<file path="src/rtl/pc_sequencer_pkg.sv">
// Shared types and constants for the fetch-PC sequencer.
package pc_sequencer_pkg;

  typedef logic [31:0] addr_t;

  // S_SEQ: ordinary sequential fetch.
  // S_SLOT: pc is a delay slot; the branch successor waits in delayed_pc.
  typedef enum logic {
    S_SEQ  = 1'b0,
    S_SLOT = 1'b1
  } seq_state_t;

  localparam addr_t RESET_PC_DEFAULT = 32'hbfc0_0000;

endpackage

</file>
<file path="src/rtl/pc_sequencer_if.sv">
// Step/redirect inputs and PC/bookkeeping outputs of the sequencer.
// The master drives retirement events; the slave (sequencer) answers with fetch state.
interface pc_sequencer_if #(
  parameter int CNT_W = 32
);
  import pc_sequencer_pkg::*;

  logic             step_valid;
  logic             step_is_branch;
  logic             step_taken;
  addr_t            step_target;
  logic             redirect_valid;
  addr_t            redirect_pc;

  addr_t            pc;
  logic             in_slot;
  addr_t            cur_epc;
  logic             cur_bd;
  logic             slot_branch_err;
  logic [CNT_W-1:0] retired;

  modport master (
    output step_valid, step_is_branch, step_taken, step_target,
           redirect_valid, redirect_pc,
    input  pc, in_slot, cur_epc, cur_bd, slot_branch_err, retired
  );

  modport slave (
    input  step_valid, step_is_branch, step_taken, step_target,
           redirect_valid, redirect_pc,
    output pc, in_slot, cur_epc, cur_bd, slot_branch_err, retired
  );

endinterface

</file>
<file path="src/rtl/pc_sequencer.sv">
// Fetch-PC sequencer: sequential advance, branch delay slot, redirects,
// exception EPC/BD and a retired-instruction counter.
module pc_sequencer
  import pc_sequencer_pkg::*;
#(
  parameter addr_t RESET_PC = RESET_PC_DEFAULT,
  parameter int    CNT_W    = 32
) (
  input  logic          clk,
  input  logic          reset,
  pc_sequencer_if.slave bus
);

  seq_state_t       state_q, state_d;
  addr_t            pc_q, pc_d;
  addr_t            delayed_pc_q, delayed_pc_d;
  logic             err_q, err_d;
  logic [CNT_W-1:0] retired_q, retired_d;

  // Next-state: redirect beats step; a branch is credited when its slot retires.
  always_comb begin
    state_d      = state_q;
    pc_d         = pc_q;
    delayed_pc_d = delayed_pc_q;
    err_d        = 1'b0;
    retired_d    = retired_q;
    if (bus.redirect_valid) begin
      // The faulting/returning instruction does not retire.
      pc_d         = bus.redirect_pc;
      state_d      = S_SEQ;
      delayed_pc_d = '0;
    end else if (bus.step_valid) begin
      case (state_q)
        S_SEQ: begin
          pc_d = pc_q + 32'd4;
          if (bus.step_is_branch) begin
            state_d      = S_SLOT;
            delayed_pc_d = bus.step_taken ? bus.step_target : pc_q + 32'd8;
          end else begin
            retired_d = retired_q + CNT_W'(1);
          end
        end
        S_SLOT: begin
          // A branch in a slot is undefined: run it as a plain instruction and flag it.
          pc_d      = delayed_pc_q;
          state_d   = S_SEQ;
          retired_d = retired_q + CNT_W'(2);
          err_d     = bus.step_is_branch;
        end
        default: state_d = S_SEQ;
      endcase
    end
  end

  // State register with synchronous reset overriding everything.
  always_ff @(posedge clk) begin
    if (reset) begin
      state_q      <= S_SEQ;
      pc_q         <= RESET_PC;
      delayed_pc_q <= '0;
      err_q        <= 1'b0;
      retired_q    <= '0;
    end else begin
      state_q      <= state_d;
      pc_q         <= pc_d;
      delayed_pc_q <= delayed_pc_d;
      err_q        <= err_d;
      retired_q    <= retired_d;
    end
  end

  // EPC points back at the branch when the faulting instruction sits in its slot.
  always_comb begin
    bus.pc              = pc_q;
    bus.in_slot         = (state_q == S_SLOT);
    bus.cur_bd          = (state_q == S_SLOT);
    bus.cur_epc         = (state_q == S_SLOT) ? pc_q - 32'd4 : pc_q;
    bus.slot_branch_err = err_q;
    bus.retired         = retired_q;
  end

endmodule
</file>
<file path="src/flat_wrapper.sv">
// flat-port wrapper written by rule: the top's interface ports become plain ports
module pc_sequencer_flat import pc_sequencer_pkg::*;
#(
  parameter addr_t RESET_PC = RESET_PC_DEFAULT,
  parameter int    CNT_W    = 32
)
  (clk, reset, bus_step_valid, bus_step_is_branch, bus_step_taken, bus_step_target, bus_redirect_valid, bus_redirect_pc, bus_pc, bus_in_slot, bus_cur_epc, bus_cur_bd, bus_slot_branch_err, bus_retired);
  pc_sequencer_if #(.CNT_W(CNT_W)) bus_i ();
  input  logic clk;
  input  logic reset;
  input wire logic [$bits(bus_i.step_valid)-1:0] bus_step_valid;
  input wire logic [$bits(bus_i.step_is_branch)-1:0] bus_step_is_branch;
  input wire logic [$bits(bus_i.step_taken)-1:0] bus_step_taken;
  input wire logic [$bits(bus_i.step_target)-1:0] bus_step_target;
  input wire logic [$bits(bus_i.redirect_valid)-1:0] bus_redirect_valid;
  input wire logic [$bits(bus_i.redirect_pc)-1:0] bus_redirect_pc;
  output wire logic [$bits(bus_i.pc)-1:0] bus_pc;
  output wire logic [$bits(bus_i.in_slot)-1:0] bus_in_slot;
  output wire logic [$bits(bus_i.cur_epc)-1:0] bus_cur_epc;
  output wire logic [$bits(bus_i.cur_bd)-1:0] bus_cur_bd;
  output wire logic [$bits(bus_i.slot_branch_err)-1:0] bus_slot_branch_err;
  output wire logic [$bits(bus_i.retired)-1:0] bus_retired;
  assign bus_i.step_valid = bus_step_valid;
  assign bus_i.step_is_branch = bus_step_is_branch;
  assign bus_i.step_taken = bus_step_taken;
  assign bus_i.step_target = bus_step_target;
  assign bus_i.redirect_valid = bus_redirect_valid;
  assign bus_i.redirect_pc = bus_redirect_pc;
  assign bus_pc = bus_i.pc;
  assign bus_in_slot = bus_i.in_slot;
  assign bus_cur_epc = bus_i.cur_epc;
  assign bus_cur_bd = bus_i.cur_bd;
  assign bus_slot_branch_err = bus_i.slot_branch_err;
  assign bus_retired = bus_i.retired;
  pc_sequencer #(.RESET_PC(RESET_PC), .CNT_W(CNT_W)) u_core (.clk(clk), .reset(reset), .bus(bus_i));
endmodule
</file>
<file path="config.mk">
export PLATFORM = sky130hd
export DESIGN_NAME = pc_sequencer_flat
export DESIGN_NICKNAME = d
export VERILOG_FILES = /design/src/rtl/pc_sequencer_pkg.sv /design/src/rtl/pc_sequencer_if.sv /design/src/rtl/pc_sequencer.sv /design/src/flat_wrapper.sv
export SDC_FILE = /design/constraint.sdc
export NUM_CORES = 1
export LEC_CHECK = 0
export CELL_PAD_IN_SITES_DETAIL_PLACEMENT = 0
export CELL_PAD_IN_SITES_GLOBAL_PLACEMENT = 2
export CORE_ASPECT_RATIO = 1.75
export CORE_MARGIN = 2
export CORE_UTILIZATION = 27
export DETAILED_ROUTE_END_ITERATION = 6
export PLACE_DENSITY_LB_ADDON = 0.1
export SYNTH_ARGS = -nofsm -noshare
export SYNTH_HDL_FRONTEND = slang
export SYNTH_SLANG_ARGS = --single-unit
</file>
<file path="constraint.sdc">
create_clock -name clk -period 3.65 [get_ports clk]
set_clock_uncertainty 0.05 [all_clocks]
set_input_delay 0.365 -clock clk [delete_from_list [all_inputs] [get_ports clk]]
set_output_delay 0.365 -clock clk [all_outputs]
set_load 0.03 [all_outputs]
</file>
### Word level (Yosys, flattened, before mapping)

Cells that the tools add are included.

* flip-flop bits (word level): 98
* bits of input ports: 70
* output and inout bits: 99
* logic and storage cells: 28

* add/subtract/negate cells: 5
* eq/ne operators: 1
* multiplexer cells: 9
* bitwise operators: 3
* reductions and logical operators: 5

Operator list (number)
* 32-bit two-way mux: 5
* 32-bit one-hot mux with 2 select lines: 2
* 32-bit by 1-bit adder with 32-bit output, second input constant: 1
* 32-bit by 2-bit adder with 32-bit output, second input constant: 1
* 32-bit by 3-bit adder with 32-bit output, second input constant: 1
* 32-bit by 4-bit adder with 32-bit output, second input constant: 1
* 32-bit by 3-bit subtractor with 32-bit output, second input constant: 1
* 3-bit AND reduction: 2
* 4-bit OR reduction: 1
* 1-bit inverter: 3
* 2-bit inequality test, second input constant: 1
* 1-bit one-hot mux with 2 select lines: 1
* 2-bit nonzero test: 1
* 2-bit OR reduction: 1
* 1-bit two-way mux: 1

### Longest topological paths before layout

Gate-level depths: netlist (run 1).

* word-level depth: 4
* gate-level depth with buffers: 9
* depth with buffers taken out: 7

### Least setup slack after synthesis (run 1)

No wires, ideal clock.

* path kind: flip-flop to output port
* start point: reg u_core.pc_q[2], in the netlist u_core.bus.pc[2]
* end point: out bus_cur_epc[28]
* arrival: 2989 ps
* required time: 3235 ps
* path slack: 246 ps
* cell stages (with the launch flop): 10
* path buffers: 2
* cells stage by stage: dfxtp_1 -> clkbuf_1 -> inv_1 -> ha_1 -> nor4bb_1 -> nand2_1 -> or4_1 -> buf_2 -> or3_1 -> xnor2_1

* cells in the longest elaborated chain, start to end: 2

RTL lines
* from (decl): line pc_sequencer.sv:15 `addr_t pc_q, pc_d;`
* from (signal assigned): line pc_sequencer.sv:65 `pc_q <= pc_d;`
* 32-bit by 3-bit subtractor with 32-bit output: line pc_sequencer.sv:77 `bus.cur_epc = (state_q == S_SLOT) ? pc_q - 32'd4 : pc_q;`
* 32-bit two-way mux: line pc_sequencer.sv:77
* to (decl): line flat_wrapper.sv:19 `output wire logic [$bits(bus_i.cur_epc)-1:0] bus_cur_epc;`

Every way passes these cells.

### Worst setup path in the final report (run 1)

* start point: reg u_core.pc_q[9], in the netlist u_core.bus.pc[9]
* end point: out bus_cur_epc[19]

Same word-level chain as after synthesis.

==> results of run 1 <==
[worst reg2reg max path, delay by kind of cell (launching register included)]
family | cells | cell delay (ns)
AND/OR/NAND/NOR | 3 | 1.08
flip-flops | 1 | 0.39
adder cells (fa/ha/maj) | 1 | 0.39
buffers and inverters | 1 | 0.19
XOR/XNOR | 1 | 0.19
AO/OA/AOI/OAI | 1 | 0.13
[how the worst max path moves through the flow]
stage | startpoint | endpoint | slack, ns
finish | u_core.bus.pc[9] | bus_cur_epc[19] | 0.13
global route | u_core.bus.pc[3] | bus_cur_epc[19] | 0.02
CTS | u_core.bus.pc[9] | bus_cur_epc[30] | 0.07
detailed placement | u_core.bus.pc[19] | bus_cur_epc[23] | 0.39
global placement | u_core.bus.pc[19] | bus_cur_epc[23] | 0.43
floorplan | u_core.bus.pc[2] | bus_cur_epc[28] | 0.25
[area by class of cell]
type                    instances  area [um^2]  area share
multi-input cells             650         3980      0.4577
clock buffers                   9        225.2     0.02590
well taps                     300        375.4     0.04317
flip-flops and latches         98         1962      0.2256
inverters                      11        41.29    0.004748
repair buffers                211         2036      0.2341
clock inverters                 7        76.32    0.008777
[per-layer routing]
layer  share of wire  vias up
li1                -     3268
met3           0.043       36
met5               0        -
met2            0.54      171
met1            0.39     3270
met4           0.028        0
[through the flow]
step | hold slack [ns] | area, um^2
2_1_floorplan | 0.3787 | 6295
3_3_place_gp | 0.3931 | 8392
3_5_place_dp | 0.4024 | 8392
4_1_cts | 0.3779 | 8692
5_1_grt | 0.4042 | 8696
6_report | 0.3944 | 8696
[repair_timing]
action	in CTS	in global routing
cloned	0	0
resized for setup	1	1
endpoints found under the hold margin	0	0
endpoints found under the setup margin	1	2
[sequential cells by signal, summed over array words and instances (netlist names)]
signal and flops:
u_core.bus.slot_branch_err 1, u_core.bus.pc 32, u_core.bus.retired 32, u_core.delayed_pc_q 32, u_core.bus.cur_bd 1
[power by group through the flow]
| stage | sequential, W | clock [W] | combinational (W) |
|---|---|---|---|
| floorplan | 0.00121 | 0 | 0.000334 |
| global placement | 0.00119 | 0 | 0.000660 |
| detailed placement | 0.00119 | 0 | 0.000661 |
| CTS | 0.00117 | 0.00105 | 0.000663 |
| global route | 0.00117 | 0.00110 | 0.000704 |
| finish | 0.00117 | 0.00102 | 0.000657 |
[Yosys cell counts, types with 10 or more instances]
| cell type | n | area share |
|---|---|---|
| a211oi_1 | 22 | 0.026 |
| a21oi_1 | 51 | 0.041 |
| a31oi_1 | 10 | 0.0099 |
| and3_1 | 24 | 0.024 |
| buf_1 | 15 | 0.0089 |
| clkbuf_1 | 60 | 0.036 |
| dfxtp_1 | 98 | 0.31 |
| nand2_1 | 88 | 0.052 |
| nand3_1 | 39 | 0.031 |
| nand4_1 | 23 | 0.023 |
| nor2_1 | 85 | 0.051 |
| nor3_1 | 31 | 0.025 |
| nor4_1 | 18 | 0.018 |
| o21ai_0 | 31 | 0.025 |
| o22ai_1 | 19 | 0.019 |
| or3_1 | 10 | 0.0099 |
| xnor2_1 | 41 | 0.057 |
| xor2_1 | 57 | 0.079 |
[logic make-up after synthesis]
| kind of cell | synth area share |
|---|---|
| adder cells (fa/ha/maj) | 0.01391 |
| flip-flops | 0.3117 |
| XOR/XNOR | 0.1415 |
| AO/OA/AOI/OAI | 0.1805 |
| AND/OR/NAND/NOR | 0.2801 |
| multiplexers | 0.01471 |
| buffers and inverters | 0.05764 |
==> impl_metrics.ini, run 1 <==
[timing]
fin_crit_sh = 0.9637
relSlewSlack = 0.4449
worst_pin_slew_ns = 0.8296
finalCriticalPeriod_ns = 3.518
hold_violations = 0
slew_viol_final = 0
final-setup-viol-count = 0
max_freq_mhz = 284.3
final.setup.worst_slack_ns = 0.1325
rsz0062_at_grt = false
finalSetupTns_ns = 0

[place]
place_inst = 1270
dpl_worst_slack_ns = 0.3905
globalplace.congestion = 0.8223
dp.final_hpwl_um = 19330
portBuffers = 168

[min_path]
holdPathEnd = u_core.bus.retired[9]
hp-start = reset
hp-class = input port to flop
holdPathStages = 2

[final_layout]
layout_commonest_cell = clkdlybuf4s50_1
utilization = 0.3808
nNetsFinal = 1058
antennaDiodeCount = 0
num-fill-cells = 2504
final_cell_mix = clkdlybuf4s50_1, dfxtp_1, nand2_1
drive_gt1_frac = 0.09533
area_delta_synth_final_pct = 38.14
stdcell_count = 1286

[power_and_ir_drop]
p_clk_frac = 0.360
p_switching_w = 0.0009165
power_density_nw_per_um2 = 327.4
p_leak_nw = 3.072
p_sw_frac = 0.3219
p_int_w = 0.001931
vdd_drop_max_mv = 0.2022
p_comb_frac = 0.231
power.total_w = 0.002847
seq_power_share = 0.410

[critical_path]
critical_path_class = flop to primary output
r2r-start = u_core.bus.pc[4]
path_cells = or4_4, or3_4, or3_1, nor3_1, xor2_1, clkdlybuf4s50_1
rrSetupSlack_ns = 1.17
crit_family = simple AND/OR/NAND/NOR gates
path_buf_inv = 1
r2r_cells = 7
arrival_ns = 3.10
crit_fanout = 5
cp-start-kind = flop
r2r_end = u_core.bus.pc[21]
cpPeakStageDelay_ns = 0.68
critPathCaptureType = primary output
path_depth = 6
crit_required_ns = 3.23
crit_slowest_cell = clkdlybuf4s50_1

[flow_run]
cap_violations = 0

[cts]
cts_made_buffers = 9
htreeDepth = 3
cts_max_path_buffers = 2
post_cts_buffers = 0
tritoncts = done
clock_sinks = 98
clock_latency_ns = 0.37
clockRootBuffer = clkbuf_16
cts_hold_buffers = 0
clkSlewWorstSetupHoldPaths_ns = 0.07

[yosys]
ys_warn_count = 0
syn-num-nets = 917
syn_inst = 840
avgSynthCellArea_um2 = 7.494
synth_cell_types = 60
ys.flop_type = dfxtp_1
ys_seq_area_frac = 0.3117
synth_seq_cells = 98
synth_edf_count = 0
async_flop_share = 0
syn-cell-area_um2 = 6295

[floorplan]
initial_core_util = 0.2757
die_w_um = 119.4
core_area_um2 = 22830
io_pins = 169
fp.dieArea_um2 = 24600
core.rowCount = 73
fp.dieH_um = 206.0

[route]
final_antenna_net_count = 0
firstDrtPassIters = 4
avgRoutedWirePerCell_um = 20.29
viasPerCell = 5.245
vias = 6745
wl_um = 26090
drc = 0
drt_iter0_markers = 363

[status]
status = completed

[global_route]
grtUsageTotal = 0.2138
grt_use_met3 = 0.03753
grt_max_degree = 49
antenna_found_initial = 0
grt_pass1_wl_um = 40220
grt_use_met1 = 0.2320
grt_pass1_vias = 6887
grt_util_met2 = 0.4062
top_usage_layer = met2
grt_overflow_total = 0
Note: power is estimated with default switching activity, not from simulation.
==> run 2: changes to the inputs <==
--- a/config.mk
+++ b/config.mk
@@ -10,6 +10,7 @@
 export CORE_ASPECT_RATIO = 1.75
 export CORE_MARGIN = 2
 export CORE_UTILIZATION = 27
+export CTS_CLUSTER_DIAMETER = 40
 export DETAILED_ROUTE_END_ITERATION = 6
 export PLACE_DENSITY_LB_ADDON = 0.1
 export SYNTH_ARGS = -nofsm -noshare
==> results of run 2 <==
Final layout, timing and power as in run 1 (identical DEF).
